## src/rtl/tug_of_war_field_pkg.sv

```systemverilog
// Shared types for the tug-of-war playfield: round winner, controller state,
// and the centre-light helper.
package tow_pkg;

  typedef enum logic [1:0] {
    NONE  = 2'd0,
    LEFT  = 2'd1,
    RIGHT = 2'd2
  } winner_t;

  typedef enum logic [1:0] {
    PLAY       = 2'd0,
    HOLD       = 2'd1,
    MATCH_OVER = 2'd2
  } state_t;

  function automatic int center_of(input int n);
    return (n - 1) / 2;
  endfunction

endpackage

```

## src/rtl/tug_of_war_field_if.sv

```systemverilog
// Playfield bus: synchronised press levels in, light/score/result outputs out.
interface tug_of_war_field_if #(
  parameter int NUM_LIGHTS = 9,
  parameter int SCORE_W    = 3
);

  logic                  l_press;
  logic                  r_press;
  logic [NUM_LIGHTS-1:0] lights;
  logic [SCORE_W-1:0]    l_score;
  logic [SCORE_W-1:0]    r_score;
  tow_pkg::winner_t      winner;
  logic                  round_win;
  logic                  match_over;

  modport master (
    output l_press, r_press,
    input  lights, l_score, r_score, winner, round_win, match_over
  );

  modport slave (
    input  l_press, r_press,
    output lights, l_score, r_score, winner, round_win, match_over
  );

endinterface

```

## src/rtl/tug_of_war_field_press_edge.sv

```systemverilog
// Rising-edge detector for one player's press level; one pull per press.
module press_edge (
  input  logic clk,
  input  logic reset,
  input  logic press,
  output logic pull
);

  logic prev;

  // History resets high so a key held through reset must be released first.
  always_ff @(posedge clk) begin
    if (reset) prev <= 1'b1;
    else       prev <= press;
  end

  assign pull = press & ~prev;

endmodule

```

## src/rtl/tug_of_war_field.sv

```systemverilog
// Tug-of-war playfield core: light position, round scoring, post-win hold
// and match-over freeze.
module tug_of_war_field
  import tow_pkg::*;
#(
  parameter int NUM_LIGHTS  = 9,
  parameter int MAX_SCORE   = 7,
  parameter int SCORE_W     = 3,
  parameter int HOLD_CYCLES = 1024
) (
  input  logic              clk,
  input  logic              reset,
  tug_of_war_field_if.slave bus
);

  // state      | meaning
  // PLAY       | pulls move the light; edge pulls past an end win the round
  // HOLD       | round result shown, pulls ignored until the counter expires
  // MATCH_OVER | a player reached MAX_SCORE; frozen until reset

  localparam int CENTER = center_of(NUM_LIGHTS);
  localparam int POS_W  = (NUM_LIGHTS > 1) ? $clog2(NUM_LIGHTS) : 1;
  localparam int HOLD_W = (HOLD_CYCLES > 1) ? $clog2(HOLD_CYCLES) : 1;

  localparam logic [POS_W-1:0]      POS_MAX    = POS_W'(NUM_LIGHTS - 1);
  localparam logic [POS_W-1:0]      POS_CENTER = POS_W'(CENTER);
  localparam logic [HOLD_W-1:0]     HOLD_LAST  = HOLD_W'(HOLD_CYCLES - 1);
  localparam logic [SCORE_W-1:0]    SCORE_MAX  = SCORE_W'(MAX_SCORE);
  localparam logic [NUM_LIGHTS-1:0] LIGHT_ONE  = NUM_LIGHTS'(1);

  logic l_pull, r_pull, eff_l, eff_r;

  state_t                state_q, state_d;
  logic [POS_W-1:0]      pos_q, pos_d;
  logic [HOLD_W-1:0]     hold_q, hold_d;
  logic [SCORE_W-1:0]    l_score_q, l_score_d;
  logic [SCORE_W-1:0]    r_score_q, r_score_d;
  winner_t               winner_q, winner_d;
  logic                  round_win_q, round_win_d;
  logic [NUM_LIGHTS-1:0] lights_q, lights_d;

  press_edge u_l_edge (.clk(clk), .reset(reset), .press(bus.l_press), .pull(l_pull));
  press_edge u_r_edge (.clk(clk), .reset(reset), .press(bus.r_press), .pull(r_pull));

  // Simultaneous pulls cancel each other.
  assign eff_l = l_pull & ~r_pull;
  assign eff_r = r_pull & ~l_pull;

  always_ff @(posedge clk) begin
    if (reset) begin
      state_q     <= PLAY;
      pos_q       <= POS_CENTER;
      hold_q      <= '0;
      l_score_q   <= '0;
      r_score_q   <= '0;
      winner_q    <= NONE;
      round_win_q <= 1'b0;
      lights_q    <= LIGHT_ONE << POS_CENTER;
    end else begin
      state_q     <= state_d;
      pos_q       <= pos_d;
      hold_q      <= hold_d;
      l_score_q   <= l_score_d;
      r_score_q   <= r_score_d;
      winner_q    <= winner_d;
      round_win_q <= round_win_d;
      lights_q    <= lights_d;
    end
  end

  always_comb begin
    state_d     = state_q;
    pos_d       = pos_q;
    hold_d      = hold_q;
    l_score_d   = l_score_q;
    r_score_d   = r_score_q;
    winner_d    = winner_q;
    round_win_d = 1'b0;
    lights_d    = lights_q;

    case (state_q)
      PLAY: begin
        if (eff_l) begin
          if (pos_q == POS_MAX) begin
            l_score_d   = l_score_q + SCORE_W'(1);
            winner_d    = LEFT;
            round_win_d = 1'b1;
            lights_d    = '0;
            hold_d      = '0;
            state_d     = (l_score_d == SCORE_MAX) ? MATCH_OVER : HOLD;
          end else begin
            pos_d    = pos_q + POS_W'(1);
            lights_d = LIGHT_ONE << pos_d;
          end
        end else if (eff_r) begin
          if (pos_q == '0) begin
            r_score_d   = r_score_q + SCORE_W'(1);
            winner_d    = RIGHT;
            round_win_d = 1'b1;
            lights_d    = '0;
            hold_d      = '0;
            state_d     = (r_score_d == SCORE_MAX) ? MATCH_OVER : HOLD;
          end else begin
            pos_d    = pos_q - POS_W'(1);
            lights_d = LIGHT_ONE << pos_d;
          end
        end
      end

      HOLD: begin
        if (hold_q == HOLD_LAST) begin
          state_d  = PLAY;
          pos_d    = POS_CENTER;
          lights_d = LIGHT_ONE << POS_CENTER;
          winner_d = NONE;
        end else begin
          hold_d = hold_q + HOLD_W'(1);
        end
      end

      MATCH_OVER: begin
        lights_d = '0;
      end

      default: begin
        state_d = PLAY;
      end
    endcase
  end

  assign bus.lights     = lights_q;
  assign bus.l_score    = l_score_q;
  assign bus.r_score    = r_score_q;
  assign bus.winner     = winner_q;
  assign bus.round_win  = round_win_q;
  assign bus.match_over = (state_q == MATCH_OVER);

endmodule

```

## src/flat_wrapper.sv

```systemverilog
// flat-port wrapper written by rule: the top's interface ports become plain ports
module tug_of_war_field_flat import tow_pkg::*;
#(
  parameter int NUM_LIGHTS  = 9,
  parameter int MAX_SCORE   = 7,
  parameter int SCORE_W     = 3,
  parameter int HOLD_CYCLES = 1024
)
  (clk, reset, bus_l_press, bus_r_press, bus_lights, bus_l_score, bus_r_score, bus_winner, bus_round_win, bus_match_over);
  tug_of_war_field_if #(.NUM_LIGHTS(NUM_LIGHTS), .SCORE_W(SCORE_W)) bus_i ();
  input  logic clk;
  input  logic reset;
  input wire logic [$bits(bus_i.l_press)-1:0] bus_l_press;
  input wire logic [$bits(bus_i.r_press)-1:0] bus_r_press;
  output wire logic [$bits(bus_i.lights)-1:0] bus_lights;
  output wire logic [$bits(bus_i.l_score)-1:0] bus_l_score;
  output wire logic [$bits(bus_i.r_score)-1:0] bus_r_score;
  output wire logic [$bits(bus_i.winner)-1:0] bus_winner;
  output wire logic [$bits(bus_i.round_win)-1:0] bus_round_win;
  output wire logic [$bits(bus_i.match_over)-1:0] bus_match_over;
  assign bus_i.l_press = bus_l_press;
  assign bus_i.r_press = bus_r_press;
  assign bus_lights = bus_i.lights;
  assign bus_l_score = bus_i.l_score;
  assign bus_r_score = bus_i.r_score;
  assign bus_winner = bus_i.winner;
  assign bus_round_win = bus_i.round_win;
  assign bus_match_over = bus_i.match_over;
  tug_of_war_field #(.NUM_LIGHTS(NUM_LIGHTS), .MAX_SCORE(MAX_SCORE), .SCORE_W(SCORE_W), .HOLD_CYCLES(HOLD_CYCLES)) u_core (.clk(clk), .reset(reset), .bus(bus_i));
endmodule
```

## config.mk

```make
export PLATFORM = sky130hd
export DESIGN_NAME = tug_of_war_field_flat
export DESIGN_NICKNAME = d
export VERILOG_FILES = /design/src/rtl/tug_of_war_field_pkg.sv /design/src/rtl/tug_of_war_field_if.sv /design/src/rtl/tug_of_war_field_press_edge.sv /design/src/rtl/tug_of_war_field.sv /design/src/flat_wrapper.sv
export SDC_FILE = /design/constraint.sdc
export NUM_CORES = 1
export LEC_CHECK = 0
export CAP_MARGIN = 20
export CORE_MARGIN = 5
export CORE_UTILIZATION = 30
export CTS_CLUSTER_SIZE = 24
export DETAILED_ROUTE_END_ITERATION = 16
export PLACE_DENSITY = 0.56
export SETUP_SLACK_MARGIN = 0.3
export SLEW_MARGIN = 30
export SYNTH_ARGS = -nofsm -noshare
export SYNTH_HDL_FRONTEND = slang
export SYNTH_SLANG_ARGS = --single-unit
```

## constraint.sdc

```tcl
create_clock -name clk -period 2.8 [get_ports clk]
set_input_delay 0.42 -clock clk [delete_from_list [all_inputs] [get_ports clk]]
set_output_delay 0.42 -clock clk [all_outputs]
set_load 0.005 [all_outputs]
```

## Word level (Yosys, flattened, before mapping)

Cells that the tools add are included.

| word-level totals | value |
|---|---|
| logic and storage cells | 88 |
| bits of input ports | 4 |
| bits in registers | 36 |

| operators by class | value |
|---|---|
| multiplexer cells | 35 |
| add/subtract/negate cells | 5 |
| reduce and logical (&&, ||, !) cells | 12 |
| equal/unequal tests | 13 |
| shifts and indexed selects | 2 |
| bitwise gates (word level) | 11 |

Operators with widths:

| kind | count |
|---|---|
| $mux W10 | 5 |
| $mux W9 | 5 |
| $pmux W9 S3 | 1 |
| $mux W2 | 11 |
| $mux W4 | 5 |
| $pmux W10 S2 | 1 |
| $reduce_and A5 Y1 | 4 |
| $shl A1 B4 Y9 const A | 2 |
| $add A10 B1 Y10 const B | 1 |
| $eq A10 B10 Y1 const B | 1 |
| $pmux W4 S2 | 1 |
| $not A1 Y1 | 7 |
| $add A3 B1 Y3 const B | 2 |
| $eq A3 B3 Y1 const B | 2 |
| $ne A3 B1 Y1 const B | 2 |
| $ne A3 B3 Y1 const B | 2 |
| $pmux W2 S3 | 1 |
| $reduce_and A3 Y1 | 2 |
| $add A4 B1 Y4 const B | 1 |
| $and A1 B1 Y1 | 4 |
| $eq A4 B4 Y1 const B | 1 |
| $logic_not A4 Y1 | 1 |
| $mux W1 | 4 |
| $pmux W2 S2 | 1 |
| 11 further kinds | 11 |

## Depth between registers and ports, before layout

Gate-level depths: netlist of run 1.

| depth | value |
|---|---|
| word-level depth | 7 |
| mapped depth | 8 |
| mapped depth without buffers | 7 |

## By module

Synthesis of run 1 repeated with hierarchy kept, for this count alone.

| unflattened totals | value |
|---|---|
| cell total of the unflattened synthesis | 262 |
| area total of the unflattened synthesis | 2175.8 µm² |

Modules (own cells, without submodules):

| module | cells an instance | times used | area each (µm²) |
|---|---|---|---|
| tug_of_war_field | 256 | 1 | 2110.8 |
| press_edge | 3 | 2 | 32.5 |

## Least setup slack after synthesis of run 1

Ideal clock, no wire load.

| timing path | value |
|---|---|
| path type | reg2reg |
| start point | reg u_core.pos_q[0] |
| end point | reg u_core.pos_q[3] |
| setup slack | 0.644 ns |
| stages on the path, launching flop included | 9 |
| data arrival time | 2.082 ns |
| setup time | 0.074 ns |
| cell sequence | dfxtp_1 inv_1 ha_1 buf_2 and3b_1 or3_4 nand3_2 or4b_1 a31oi_1 |

| between the ends | value |
|---|---|
| longest elaborated chain between the ends | 5 |
| elaborated cells between the ends (all ways) | 12 |
| those cells by class | add/sub: 2; eq/ne: 3; mux: 5; reduce/logical: 2 |

Ends and longest elaborated chain:

| element | RTL line | source |
|---|---|---|
| from (decl) | tug_of_war_field.sv:34 | `logic [POS_W-1:0] pos_q, pos_d;` |
| from (signal assigned) | tug_of_war_field.sv:61 | `pos_q <= pos_d;` |
| $sub A4 B1 Y4 | tug_of_war_field.sv:104 | `pos_d = pos_q - POS_W'(1);` |
| $mux W4 | tug_of_war_field.sv:96 | `if (pos_q == '0) begin` |
| $mux W4 | tug_of_war_field.sv:95 | `end else if (eff_r) begin` |
| $mux W4 | tug_of_war_field.sv:83 | `if (eff_l) begin` |
| $pmux W4 S2 | tug_of_war_field.sv:81 | `case (state_q)` |

Several ways; a longest one is shown, not always the timed one. The select of a mux whose other input is x is not followed.
A chain may end at the register's enable or synchronous reset.

## Worst setup path after layout of run 1

| timing path | value |
|---|---|
| start point | in bus_l_press |
| end point | reg u_core.lights_q[3], in the netlist u_core.bus.lights[3] |

| between the ends | value |
|---|---|
| longest elaborated chain between the ends | 5 |
| elaborated cells between the ends (all ways) | 8 |
| those cells by class | eq/ne: 1; mux: 2; bitwise: 4; reduce/logical: 1 |

Ends and longest elaborated chain:

| element | RTL line | source |
|---|---|---|
| from (decl) | flat_wrapper.sv:13 | `input wire logic [$bits(bus_i.l_press)-1:0] bus_l_press;` |
| $and A1 B1 Y1 * | tug_of_war_field_press_edge.sv:17 | `assign pull = press & ~prev;` |
| $not A1 Y1 | tug_of_war_field.sv:47 | `assign eff_r = r_pull & ~l_pull;` |
| $and A1 B1 Y1 | tug_of_war_field.sv:47 |  |
| $ne A3 B1 Y1 (no line) | -- |  |
| $reduce_and A3 Y1 (no line) | -- |  |
| to (signal assigned) | tug_of_war_field.sv:58 | `lights_q <= LIGHT_ONE << POS_CENTER;` |
| to (signal assigned) | tug_of_war_field.sv:67 | `lights_q <= lights_d;` |
| to (decl) | tug_of_war_field.sv:40 | `logic [NUM_LIGHTS-1:0] lights_q, lights_d;` |

Mark *: on every way between the ends. The rest lies on a longest branch, timed or not.

==> results of run 1 <==
[routing by layer]
metal	up-vias	GRT usage [%]	wire, um
met5	-	0	0
met4	0	4.908	98
met3	8	2.617	206
met2	42	18.71	2793
met1	1032	16.08	2773
li1	1106	-	-
[kinds of logic (layout without fill, tap and decap cells)]
group                    Yosys count  in the layout
multiplexers                      12             12
adder cells (fa/ha/maj)           15             15
flip-flops                        36             36
AO/OA/AOI/OAI                     71             71
buffers and inverters             36             51
XOR/XNOR                          10             10
AND/OR/NAND/NOR                  114            114
[sequential cells by signal, indices dropped and copies added, names as in the netlist]
name / flops
u_core.bus.winner: 2
u_core.hold_q: 10
u_core.bus.l_score: 3
u_core.pos_q: 4
u_core.u_l_edge.prev: 1
u_core.u_r_edge.prev: 1
u_core.state_q: 2
u_core.bus.lights: 9
u_core.bus.r_score: 3
u_core.bus.round_win: 1
[metrics by stage]
| stage | area (um2) | setup WS, ns | utilization (%) |
|---|---|---|---|
| floorplan | 2497 | 0.6438 | - |
| global placement | 2786 | 0.2243 | 34.08 |
| detailed placement | 2786 | 0.1666 | 34.08 |
| CTS | 2879 | 0.4755 | 35.22 |
| global route | 2880 | 0.3072 | 35.23 |
| finish | 2880 | 0.4608 | 35.23 |
[worst paths after layout]
| check | from | end | slack [ns] | depth (start not counted) |
|---|---|---|---|---|
| worst min register to register | u_core.bus.lights[8] | u_core.bus.lights[8] | 0.47 | 2 |
| worst max-delay path | bus_l_press | u_core.bus.lights[3] | 0.46 | 6 |
| worst max register to register | u_core.pos_q[1] | u_core.state_q[1] | 0.56 | 6 |
| worst min-delay path | u_core.bus.lights[8] | u_core.bus.lights[8] | 0.47 | 2 |
[report_power, final]
group	internal [W]	leakage [nW]	switching, W
combinational	0.000359	0.689	0.000514
clock	0.000196	0.0510	0.000188
sequential	0.000567	0.292	0.0000875
total	0.00112	1.03	0.000789
[worst max-delay path, delay by kind of cell]
family | cells | cell delay (ns)
AO/OA/AOI/OAI | 2 | 0.57
AND/OR/NAND/NOR | 2 | 0.63
multiplexers | 1 | 0.42
buffers and inverters | 1 | 0.49
[cell type report]
cell class	count	share of cell area (%)
repair buffers	29	9.470
multi-input cells	222	55.86
clock inverters	2	0.3475
clock buffers	6	2.867
inverters	14	1.825
flip-flops and latches	36	25.07
well taps	105	4.561
[cell usage in the layout, fill, tap and decap left out, types with 6 or more instances in the layout]
cell             synthesis  final
a211oi_1                 6      6
a21oi_1                 17     17
and3_1                   7      7
buf_4                    2      7
clkbuf_8                 0      6
clkdlybuf4s50_1          0     22
dfxtp_1                 36     35
ha_1                    15     15
inv_1                   14     14
mux2_2                  10     10
nand2_1                 13     13
nand2b_1                 7      7
nand3_1                  9      9
nand3b_1                 8      8
nor2_1                  16     16
nor3_1                  14     14
nor3b_1                 12     12
o21ai_0                 10     10
xnor2_1                  6      6
==> results.py, run 1 <==
metrics = {
    "floorplanning": {
        "row_count": 33,
        "io_pins": 23,
        "start_util_pct": 30.55,
        "core_area_um2": 8175,
        "dieHeight_um": 101.2,
        "die_w_um": 101.2,
        "dieArea_um2": 10250,
    },
    "timing": {
        "hold_violations": 0,
        "min_period_ns": 2.339,
        "worstMarginPinSlew_ns": 0.6536,
        "max-slew-margin-rel_pct": 56.37,
        "hold_slack_ns": 0.4659,
        "fin_crit_sh_pct": 83.54,
        "setup_viol": 0,
        "drv_slew": 0,
        "rsz0062_at_grt": "false",
        "max_freq_mhz": 427.5,
        "finClkSkew_ns": 0.006031,
        "setup_tns_ns": 0,
    },
    "synth": {
        "synth_xor_area_share_pct": 3.507,
        "syn_inst": 294,
        "yosys.area_share.adder_pct": 7.515,
        "ys_ff_latch": 36,
        "netlist.area_leader.share_pct": 28.86,
        "synthArstFlopShare_pct": 0,
        "syn_area_um2": 2497,
        "ys_types": 62,
        "yosys_warnings": 0,
        "yosysTopAreaCell": "dfxtp_1",
        "synth_top_family_by_area": "simple AND/OR/NAND/NOR gates",
        "ys.flop_type": "dfxtp_1",
        "synthMuxAreaShare_pct": 5.311,
        "synthTopCellsByCount": "36 x dfxtp_1, 17 x a21oi_1, 16 x nor2_1, 15 x ha_1",
        "synth_most_common_cell": "dfxtp_1",
        "syn-num-nets": 313,
        "syn_area_per_cell_um2": 8.495,
        "synth-compound-area-share_pct": 20.29,
        "seq_area_frac_synth_pct": 28.86,
        "synth.area.top_cells": "dfxtp_1 29%, ha_1 7.5%, mux2_2 4.5%",
        "synth_edf_count": 0,
        "synthSimpleGateAreaFrac_pct": 27.81,
    },
    "clock_network": {
        "htreeDepth": 2,
        "path_clk_slew_ns": 0.07,
        "cts_sinks": 36,
        "cts_setup_buffers": 0,
        "cts_tree": "done",
        "clk_path_buf_depth": 2,
        "insertion_delay_ns": 0.29,
        "numCtsBuffers": 5,
        "ctsHoldBuffers": 0,
        "cts_root_buffer": "clkbuf_8",
        "cts.repair.resized": 0,
    },
    "final_layout": {
        "fin_nets": 327,
        "fin_cells": 414,
        "multiInputGateArea_um2": 1609,
        "layout-drive-gt1-share_pct": 13.92,
        "seqCellArea_um2": 721.9,
        "num_antenna_cells": 0,
        "area_growth_pct": 15.33,
        "nFillCells": 851,
    },
    "worst_setup_path": {
        "worst-setup-path-type": "primary input to flop",
        "worstPathCellList": "clkdlybuf4s50_1 -> nor2b_2 -> nand2_4 -> a21oi_1 -> mux2_2 -> o41ai_2",
        "required_ns": 3.00,
        "cp.arrival_ns": 2.54,
        "critical_path.max_stage_delay_ns": 0.49,
        "cp_max_fo": 12,
        "slowest_stage": "clkdlybuf4s50_1",
        "cp-start-kind": "primary input",
        "end_kind": "flop",
    },
    "global_route": {
        "grt-ovfl-total": 0,
        "antenna_found_initial": 0,
        "grt_pass1_vias": 2038,
        "grt_start_max_net_pins": 51,
        "globalRouteTotalUtil_pct": 12.01,
        "grt_first_pass_wirelength_um": 10070,
    },
    "min_path": {
        "worstHoldPathType": "flop to flop",
    },
    "placed_design": {
        "numPortBuffers": 22,
        "hpwl_um": 4288,
        "gp_congestion": 0.8151,
        "dpl.cell_count": 406,
    },
    "routing": {
        "num_vias": 2188,
        "wire_per_inst_um": 14.18,
        "wirelength_um": 5871,
        "drt-initial-drc-count": 120,
        "post_drt_via_cell_ratio": 5.285,
        "first_pass_iters": 4,
        "postRouteAntennaNets": 0,
        "drc": 0,
    },
    "pwr": {
        "cellPowerDensity_nw_per_um2": 663.6,
        "p_total_w": 0.001911,
        "leakagePower_nw": 1.032,
        "irDropWorstVdd_mv": 0.1877,
    },
    "status": {
        "status": "completed",
    },
    "run": {
        "maxCapViolations": 0,
    },
}
(Power assumes the default switching activity.)
==> run 2: changes to the inputs <==
- clock period: 2.8 -> 2.2 ns (I/O delays scaled with it)
==> run 2 against run 1 <==
Global-route usage grew 0.93 points. Register-to-register slack worse by 0.23 ns. Clock-buffer cell count stayed put. Cell count grew 8.2%. Die area unchanged. Clock power up 20%. Non-clock buffer count grew 35. Largest cell class unchanged.
==> results.py, run 2 (synthesis results as in run 1) <==
metrics = {
    "worst_setup_path": {
        "worstPathCellList": "inv_4 -> ha_4 -> and3b_2 -> or3_4 -> nand3_2 -> or4b_1 -> a31oi_1",
        "crit_buf_inv": 1,
        "slowest_stage": "or4b_1",
        "worst-path-stages": 7,
        "required_ns": 2.42,
        "worstReg2RegEnd": "u_core.pos_q[3]",
        "critPathCapture": "u_core.pos_q[3]",
        "cp-start-kind": "flop",
        "crit_start": "u_core.pos_q[0]",
        "end_kind": "flop",
        "r2r_slack_ns": 0.33,
        "reg2reg_depth": 7,
        "crit_family": "simple AND/OR/NAND/NOR gates",
        "reg2reg_from": "u_core.pos_q[0]",
        "cp_max_fo": 5,
        "worst-setup-path-type": "flop to flop",
        "critical_path.max_stage_delay_ns": 0.43,
        "cp.arrival_ns": 2.09,
    },
    "routing": {
        "postRouteAntennaNets": 0,
        "post_drt_via_cell_ratio": 5.165,
        "wire_per_inst_um": 14.39,
        "wirelength_um": 6445,
        "num_vias": 2314,
        "drc": 0,
        "drt-initial-drc-count": 169,
        "first_pass_iters": 4,
    },
    "global_route": {
        "globalRouteTotalUtil_pct": 12.95,
        "met1_usage_pct": 17.61,
        "grt_pass1_vias": 2220,
        "grt.busiest_layer": "met2",
        "antenna_found_initial": 0,
        "grt-ovfl-total": 0,
        "use_met3_pct": 2.342,
        "grt_start_max_net_pins": 36,
        "groute.layer.met2.usage_pct": 20.57,
        "grt_first_pass_wirelength_um": 10830,
    },
    "placed_design": {
        "numPortBuffers": 22,
        "hpwl_um": 4810,
        "gp_congestion": 0.9327,
        "dpl.cell_count": 434,
    },
    "timing": {
        "max-slew-margin-rel_pct": 69.28,
        "worstMarginPinSlew_ns": 0.4537,
        "max_freq_mhz": 533.9,
        "min_period_ns": 1.873,
        "fin_crit_sh_pct": 85.13,
        "drv_slew": 0,
        "rsz0062_at_grt": "true",
        "finClkSkew_ns": 0.006211,
        "hold_slack_ns": 0.3166,
        "setup_viol": 0,
        "hold_violations": 0,
    },
    "floorplanning": {
        "io_pins": 23,
        "core_area_um2": 8175,
        "dieHeight_um": 101.2,
        "start_util_pct": 30.55,
        "row_count": 33,
        "dieArea_um2": 10250,
        "die_w_um": 101.2,
    },
    "clock_network": {
        "path_clk_slew_ns": 0.07,
        "numCtsBuffers": 5,
        "cts_tree": "done",
        "clk_path_buf_depth": 2,
        "cts_root_buffer": "clkbuf_8",
        "cts_sinks": 36,
        "insertion_delay_ns": 0.29,
        "ctsHoldBuffers": 0,
        "htreeDepth": 2,
    },
    "final_layout": {
        "final_common_cell": "buf_4",
        "largest_register": "u_core.hold_q",
        "layout_common_cells": "38 x buf_4, 31 x dfxtp_1, 20 x clkdlybuf4s50_1",
        "num_antenna_cells": 0,
        "largest_register_ffs": 10,
        "layout-drive-gt1-share_pct": 30.03,
        "fin_nets": 362,
        "fin_cells": 448,
        "area_growth_pct": 32.57,
    },
    "pwr": {
        "leakagePower_nw": 1.234,
        "irDropWorstVdd_mv": 0.2634,
        "cellPowerDensity_nw_per_um2": 844.6,
    },
    "run": {
        "maxCapViolations": 0,
    },
    "status": {
        "status": "completed",
    },
    "min_path": {
        "worstHoldPathType": "primary input to flop",
    },
}
## run 2: cell types whose count changed in the layout (fill, tap and decap cells not counted), sizes merged
| cell | change |
|---|---|
| clkdlybuf4s50 | -2 |
| buf | +35 |
| clkinv | -1 |
| dlymetal6s2s | +2 |
## run 2: worst min-delay path by stage
stage	from	to	slack (ns)	depth (start not counted)
floorplan	bus_l_press	u_core.u_l_edge.prev	0.44	1
global placement	u_core.bus.lights[4]	u_core.bus.lights[4]	0.46	2
detailed placement	u_core.bus.lights[4]	u_core.bus.lights[4]	0.46	2
CTS	u_core.bus.lights[6]	u_core.bus.lights[6]	0.48	2
global route	bus_l_press	u_core.u_l_edge.prev	0.34	2
finish	bus_l_press	u_core.u_l_edge.prev	0.32	2
## run 2: where the power goes
part / total (W) / switching, W / internal [W]
Clock: 0.000459 / 0.000243 / 0.000216
Combinational: 0.00151 / 0.000800 / 0.000706
Sequential: 0.000831 / 0.0000978 / 0.000733
Total: 0.00280 / 0.00114 / 0.00166
## run 2: metal layers
layer  vias up  share of wire, %
met5         -                 0
met4         0               1.8
met3        10               3.6
met2        41                46
met1      1078                48
li1       1185                 -
## run 2: timing repair
item                                    CTS  global route
endpoints found under the setup margin   22            29
gates resized for setup                  10            29
buffers inserted                          3             4
pin swaps                                 0             5
## run 2: layout make-up
type / instances / area (um2)
clock inverters: 1 / 5.005
repair buffers: 64 / 571.8
flip-flops and latches: 36 / 732.0
fillers: 862 / 4865
well taps: 105 / 131.4
inverters: 14 / 57.56
clock buffers: 6 / 72.57
multi-input cells: 222 / 1740
## run 2: metrics by stage
step                power, W  setup WS, ns  TNS, ns  utilization, %  instance area (um2)
floorplan           0.001693        0.2544        0               -                 2516
global placement    0.002130      -0.06022  -0.2072           36.96                 3022
detailed placement  0.002132      -0.08237  -0.4406           36.96                 3022
CTS                 0.002671        0.2794        0           38.67                 3162
global route        0.002996        0.2600        0           40.50                 3311
finish              0.002796        0.3271        0           40.50                 3311
